<file path="config.mk">
export PLATFORM = sky130hd
export DESIGN_NAME = mem_access_unit
export DESIGN_NICKNAME = d
export VERILOG_FILES = /design/src/rtl/mem_access_unit.sv
export SDC_FILE = /design/constraint.sdc
export NUM_CORES = 1
export LEC_CHECK = 0
export CAP_MARGIN = 15
export CORE_MARGIN = 8
export CORE_UTILIZATION = 38
export CTS_CLUSTER_DIAMETER = 80
export DETAILED_ROUTE_END_ITERATION = 7
export PLACE_DENSITY_LB_ADDON = 0.25
export SYNTH_ARGS = -nofsm -noshare
export SYNTH_HDL_FRONTEND = slang
export SYNTH_SLANG_ARGS = --single-unit
</file>
<file path="constraint.sdc">
create_clock -name clk -period 1.6 [get_ports clk]
set_input_delay 0.32 -clock clk [delete_from_list [all_inputs] [get_ports clk]]
set_output_delay 0.32 -clock clk [all_outputs]
set_load 0.05 [all_outputs]
</file>
<file path="src/rtl/mem_access_unit.sv">
// Load/store access unit: accepts one aligned memory op from EX, drives the
// data-memory request until ack or timeout, then presents the raw load word.
module mem_access_unit #(
    parameter int MAX_WAIT = 16
) (
    input  logic        clk,
    input  logic        rst,
    input  logic        ex_valid,
    input  logic        ex_load,
    input  logic        ex_store,
    input  logic        ex_half,
    input  logic [31:0] ex_addr,
    input  logic [31:0] ex_wdata,
    output logic        stall,
    output logic        mem_req,
    output logic        mem_we,
    output logic [31:0] mem_addr,
    output logic [3:0]  mem_be,
    output logic [31:0] mem_wdata,
    input  logic        mem_ack,
    input  logic [31:0] mem_rdata,
    output logic        wb_valid,
    output logic [31:0] wb_data,
    output logic        wb_wc,
    output logic        wb_half,
    output logic        err,
    output logic [1:0]  err_code
);
    localparam int CW = $clog2(MAX_WAIT + 1);

    typedef enum logic [1:0] {IDLE, BUSY, DONE} state_t;

    state_t        state_q, state_d;
    logic [CW-1:0] cnt_q, cnt_d;
    logic          mem_req_q, mem_req_d;
    logic          mem_we_q, mem_we_d;
    logic [31:0]   mem_addr_q, mem_addr_d;
    logic [3:0]    mem_be_q, mem_be_d;
    logic [31:0]   mem_wdata_q, mem_wdata_d;
    logic          wb_valid_q, wb_valid_d;
    logic [31:0]   wb_data_q, wb_data_d;
    logic          wb_wc_q, wb_wc_d;
    logic          wb_half_q, wb_half_d;
    logic          err_q, err_d;
    logic [1:0]    err_code_q, err_code_d;
    logic          op_load_q, op_load_d;
    logic          op_wc_q, op_wc_d;
    logic          op_half_q, op_half_d;

    logic one_op, aligned, accept;

    assign one_op  = ex_load ^ ex_store;
    assign aligned = ex_half ? ~ex_addr[0] : (ex_addr[1:0] == 2'b00);
    assign accept  = (state_q == IDLE) && ex_valid && one_op && aligned;
    assign stall   = accept || (state_q == BUSY);

    always_comb begin
        state_d     = state_q;
        cnt_d       = cnt_q;
        mem_req_d   = mem_req_q;
        mem_we_d    = mem_we_q;
        mem_addr_d  = mem_addr_q;
        mem_be_d    = mem_be_q;
        mem_wdata_d = mem_wdata_q;
        wb_valid_d  = 1'b0;
        wb_data_d   = wb_data_q;
        wb_wc_d     = wb_wc_q;
        wb_half_d   = wb_half_q;
        err_d       = 1'b0;
        err_code_d  = err_code_q;
        op_load_d   = op_load_q;
        op_wc_d     = op_wc_q;
        op_half_d   = op_half_q;
        case (state_q)
            IDLE: begin
                if (ex_valid && !one_op) begin
                    err_d      = 1'b1;
                    err_code_d = 2'b11;
                end else if (ex_valid && !aligned) begin
                    err_d      = 1'b1;
                    err_code_d = 2'b01;
                end else if (accept) begin
                    state_d    = BUSY;
                    cnt_d      = '0;
                    mem_req_d  = 1'b1;
                    mem_we_d   = ex_store;
                    mem_addr_d = {ex_addr[31:2], 2'b00};
                    op_load_d  = ex_load;
                    op_wc_d    = ex_addr[1];
                    op_half_d  = ex_half;
                    // Half stores replicate the halfword; byte enables pick the lane.
                    if (ex_store && ex_half) begin
                        mem_be_d    = ex_addr[1] ? 4'b1100 : 4'b0011;
                        mem_wdata_d = {ex_wdata[15:0], ex_wdata[15:0]};
                    end else begin
                        mem_be_d    = 4'b1111;
                        mem_wdata_d = ex_wdata;
                    end
                end
            end
            BUSY: begin
                if (mem_ack) begin
                    state_d    = DONE;
                    mem_req_d  = 1'b0;
                    wb_valid_d = op_load_q;
                    if (op_load_q) begin
                        wb_data_d = mem_rdata;
                        wb_wc_d   = op_wc_q;
                        wb_half_d = op_half_q;
                    end
                end else if (cnt_q == CW'(MAX_WAIT - 1)) begin
                    state_d    = IDLE;
                    cnt_d      = cnt_q + CW'(1);
                    mem_req_d  = 1'b0;
                    err_d      = 1'b1;
                    err_code_d = 2'b10;
                end else begin
                    cnt_d = cnt_q + CW'(1);
                end
            end
            DONE:    state_d = IDLE;
            default: state_d = IDLE;
        endcase
    end

    always_ff @(posedge clk) begin
        if (rst) begin
            state_q     <= IDLE;
            cnt_q       <= '0;
            mem_req_q   <= 1'b0;
            mem_we_q    <= 1'b0;
            mem_addr_q  <= '0;
            mem_be_q    <= '0;
            mem_wdata_q <= '0;
            wb_valid_q  <= 1'b0;
            wb_data_q   <= '0;
            wb_wc_q     <= 1'b0;
            wb_half_q   <= 1'b0;
            err_q       <= 1'b0;
            err_code_q  <= '0;
            op_load_q   <= 1'b0;
            op_wc_q     <= 1'b0;
            op_half_q   <= 1'b0;
        end else begin
            state_q     <= state_d;
            cnt_q       <= cnt_d;
            mem_req_q   <= mem_req_d;
            mem_we_q    <= mem_we_d;
            mem_addr_q  <= mem_addr_d;
            mem_be_q    <= mem_be_d;
            mem_wdata_q <= mem_wdata_d;
            wb_valid_q  <= wb_valid_d;
            wb_data_q   <= wb_data_d;
            wb_wc_q     <= wb_wc_d;
            wb_half_q   <= wb_half_d;
            err_q       <= err_d;
            err_code_q  <= err_code_d;
            op_load_q   <= op_load_d;
            op_wc_q     <= op_wc_d;
            op_half_q   <= op_half_d;
        end
    end

    assign mem_req   = mem_req_q;
    assign mem_we    = mem_we_q;
    assign mem_addr  = mem_addr_q;
    assign mem_be    = mem_be_q;
    assign mem_wdata = mem_wdata_q;
    assign wb_valid  = wb_valid_q;
    assign wb_data   = wb_data_q;
    assign wb_wc     = wb_wc_q;
    assign wb_half   = wb_half_q;
    assign err       = err_q;
    assign err_code  = err_code_q;

endmodule

</file>
==> out/results.ini <==
[timing]
min_period_ns = 1.98
clock_skew_ns = 0.00936
hold-worst-slack_ns = 0.257
setup_tns_ns = -10.98
maxSlewHeadroom_pct = 47.7
final.setup.worst_slack_ns = -0.378
final-setup-viol-count = 70
worst_pin_slew_ns = 0.785
fin_crit_sh_pct = 124
finalHoldViolations = 0
maxSlewViolCount = 0
rsz0062_at_grt = yes
fmaxAchievable_mhz = 506

[finish]
final_util_pct = 66.9
regArea_um2 = 2280
final_layout_size_suffix_gt1_share_pct = 30.7
multi_input_area_um2 = 2660
num-fill-cells = 985
nNetsFinal = 885
area_growth_pct = 72.4

[synth]
synth.largest_area_cell = dfxtp_1
synthCells = 567
synth.most_common_cell = dfxtp_1
synth-simple-area-share_pct = 18.7
yosys_warnings = 0
synth_ff_type = dfxtp_1
synth_area_leaders = dfxtp_1 47%, a21oi_1 9.0%, o41ai_1 8.8%
yosys-top-cells-count = 114 x dfxtp_1, 88 x a21oi_1, 86 x nand2_1
ys_types = 44
ys_seq_area_share_pct = 46.8
synth_xor_xnor_area_share_pct = 0.513
synthArstFlopShare_pct = 0
yosys.area.top_type_share_pct = 46.8
synth_fa_ha_area_share_pct = 0.513
synth_area_um2 = 4880
synthMuxAreaShare_pct = 0.205
synth_compound_area_share_pct = 25.7
synth_top_family_by_area = compound AO/OA/AOI/OAI gates
avgSynthCellArea_um2 = 8.61
ys_ff_latch = 114
synth-edff-count = 0

[route]
drt_iter0_markers = 324
ant_nets = 0
vias_per_cell = 5.61
drc = 0
routedWlPerCell_um = 18.8
drt_pass1_iterations = 5
wirelength_mm = 18.2
vias = 5417

[pwr]
p_sw_mw = 2.19
p_seq_share_pct = 36.1
pwr-share-clk_pct = 45.1
p_leak_nw = 3.15
swShare_pct = 26.5
power.internal_mw = 6.08
power_density_nw_per_um2 = 983
ir_drop_uv = 741
power_frac_comb_pct = 18.8

[placed_design]
gp_congestion = 0.796
dpl.hpwl_mm = 12.1
port_buffers = 209

[setup_path]
cp_max_fo = 2
critPathMaxStageDelay_ns = 0.42
crit_chain = or3b_4, o41ai_4, buf_12
rr_worst_depth = 9
cp.depth = 3
start_kind = register
crit_arrival_ns = 1.66
crit_type = reg2out
critPathCaptureType = output pin
path_buf_inv = 1
required_ns = 1.28
crit_family = simple AND/OR/NAND/NOR gates
cpMaxStageDelayCell = or3b_4

[grt]
grt_pass1_vias = 5376
grt_max_degree = 47
grt_pass1_wl_mm = 27.4
antenna_found_initial = 2
grt_usage_pct = 20.7
grt_overflow_total = 0

[run_status]
status = complete, but fails checks
violations = negative setup slack

[floorplan]
core_area_um2 = 12600
rows = 41
die-area_um2 = 16700
die_w_um = 129
initial_core_util_pct = 38.8
fp.dieH_um = 129
ioPinCount = 212

[clocking]
clock-root-buffer = clkbuf_16
cts_made_buffers = 17
cts_tree = yes
cts_sinks = 114
clock_path_buffers = 2
clock_latency_ns = 0.41
clkTransAtPathRegs_ns = 0.05
h-tree-depth = 4

[job]
drv_cap = 0

[min_path]
worstHoldPathCells = 2
hold_path_class = in2reg

==> kinds of logic (layout without fill, tap and decap cells) <==
| kind of cell | after synthesis | after routing |
|---|---|---|
| other cells | 1 | 4 |
| fa+ha+maj | 2 | 2 |
| simple gates | 179 | 179 |
| mux | 1 | 1 |
| flops | 114 | 114 |
| compound gates | 186 | 186 |
| xor+xnor | 2 | 2 |
| buf+inv | 82 | 306 |
==> power by group through the flow <==
stage / clock [mW] / sequential (mW) / combinational, mW
after floorplan: 0 / 3.28 / 0.477
after global placement: 0 / 3.03 / 1.37
after detailed placement: 0 / 3.03 / 1.38
after CTS: 3.79 / 2.98 / 1.45
after global routing: 3.92 / 2.99 / 1.63
final: 3.73 / 2.99 / 1.55
==> timing repair <==
item                       in CTS  in global routing
cloned                          2                  3
hold endpoints to repair        0                  0
setup endpoints to repair      73                 74
pin swaps                      17                 10
hold buffers                    0                  0
buffers inserted                5                  7
gates resized for setup        25                 40
==> registers in the layout, summed over array words and instances, names as in the netlist, 2 cells and up <==
signal	cells
wb_data	32
mem_addr	30
mem_wdata	32
mem_be	2
cnt_q	5
err_code	2
state_q	2
==> metrics by stage <==
stage	area, µm²	setup WS (ns)	power (mW)	cells
global route	8410	-0.431	8.55	966
detailed placement	7250	-0.612	4.42	918
global placement	7250	-0.561	4.40	918
finish	8410	-0.378	8.27	966
floorplan	4910	-0.280	3.75	568
CTS	8090	-0.470	8.22	956
==> worst reg2reg max path, cell delays in order, from the launching register on <==
cell and delay (ns):
dfxtp_2 0.32, or3b_4 0.42, buf_4 0.15, buf_6 0.12, buf_6 0.13, nor4_4 0.22, buf_6 0.17, buf_12 0.11
buf_16 0.11, o211ai_1 0.09
==> placed cells by master, fill, tap and decap left out, types with 3 or more instances in the layout <==
| master | count |
|---|---|
| a21oi_1 | 87 |
| a311oi_1 | 14 |
| a31oi_1 | 17 |
| buf_12 | 23 |
| buf_4 | 134 |
| buf_6 | 9 |
| clkbuf_16 | 18 |
| clkbuf_8 | 9 |
| clkdlybuf4s50_1 | 97 |
| dfxtp_1 | 113 |
| dlygate4sd2_1 | 3 |
| inv_1 | 4 |
| nand2_1 | 86 |
| nand2b_1 | 3 |
| nand3_1 | 17 |
| nand4_1 | 51 |
| nor2_1 | 5 |
| o41ai_1 | 23 |
| o41ai_2 | 14 |
| o41ai_4 | 13 |
==> path summary, 6_finish.rpt <==
kind	slack (ns)	startpoint	to
max	-0.38	state_q[0]$_SDFFE_PP0P_	stall
min	0.26	rst	state_q[1]$_SDFFE_PP0P_
max reg2reg	-0.35	state_q[0]$_SDFFE_PP0P_	cnt_q[3]$_SDFFE_PP0P_
min reg2reg	0.45	wb_data[30]$_SDFFE_PP0P_	wb_data[30]$_SDFFE_PP0P_
==> routing by layer <==
layer / global-route usage, % / vias up / routed length [µm]
li1: - / 2574 / -
met4: 11.1 / 0 / 528
met1: 22.8 / 2587 / 6970
met5: 0 / - / 0
met3: 6.49 / 35 / 1490
met2: 34.9 / 221 / 9210
==> area by class of cell <==
| type | instances | share of cell area, % |
|---|---|---|
| antenna | 2 | 0.0595 |
| inverter | 4 | 0.178 |
| tap | 172 | 2.56 |
| clock inverter | 3 | 0.476 |
| timing repair buffer | 271 | 31.4 |
| multi-input combinational | 372 | 31.6 |
| sequential | 114 | 27.1 |
| clock buffer | 28 | 6.62 |
Note: power is estimated with default switching activity, not from simulation.
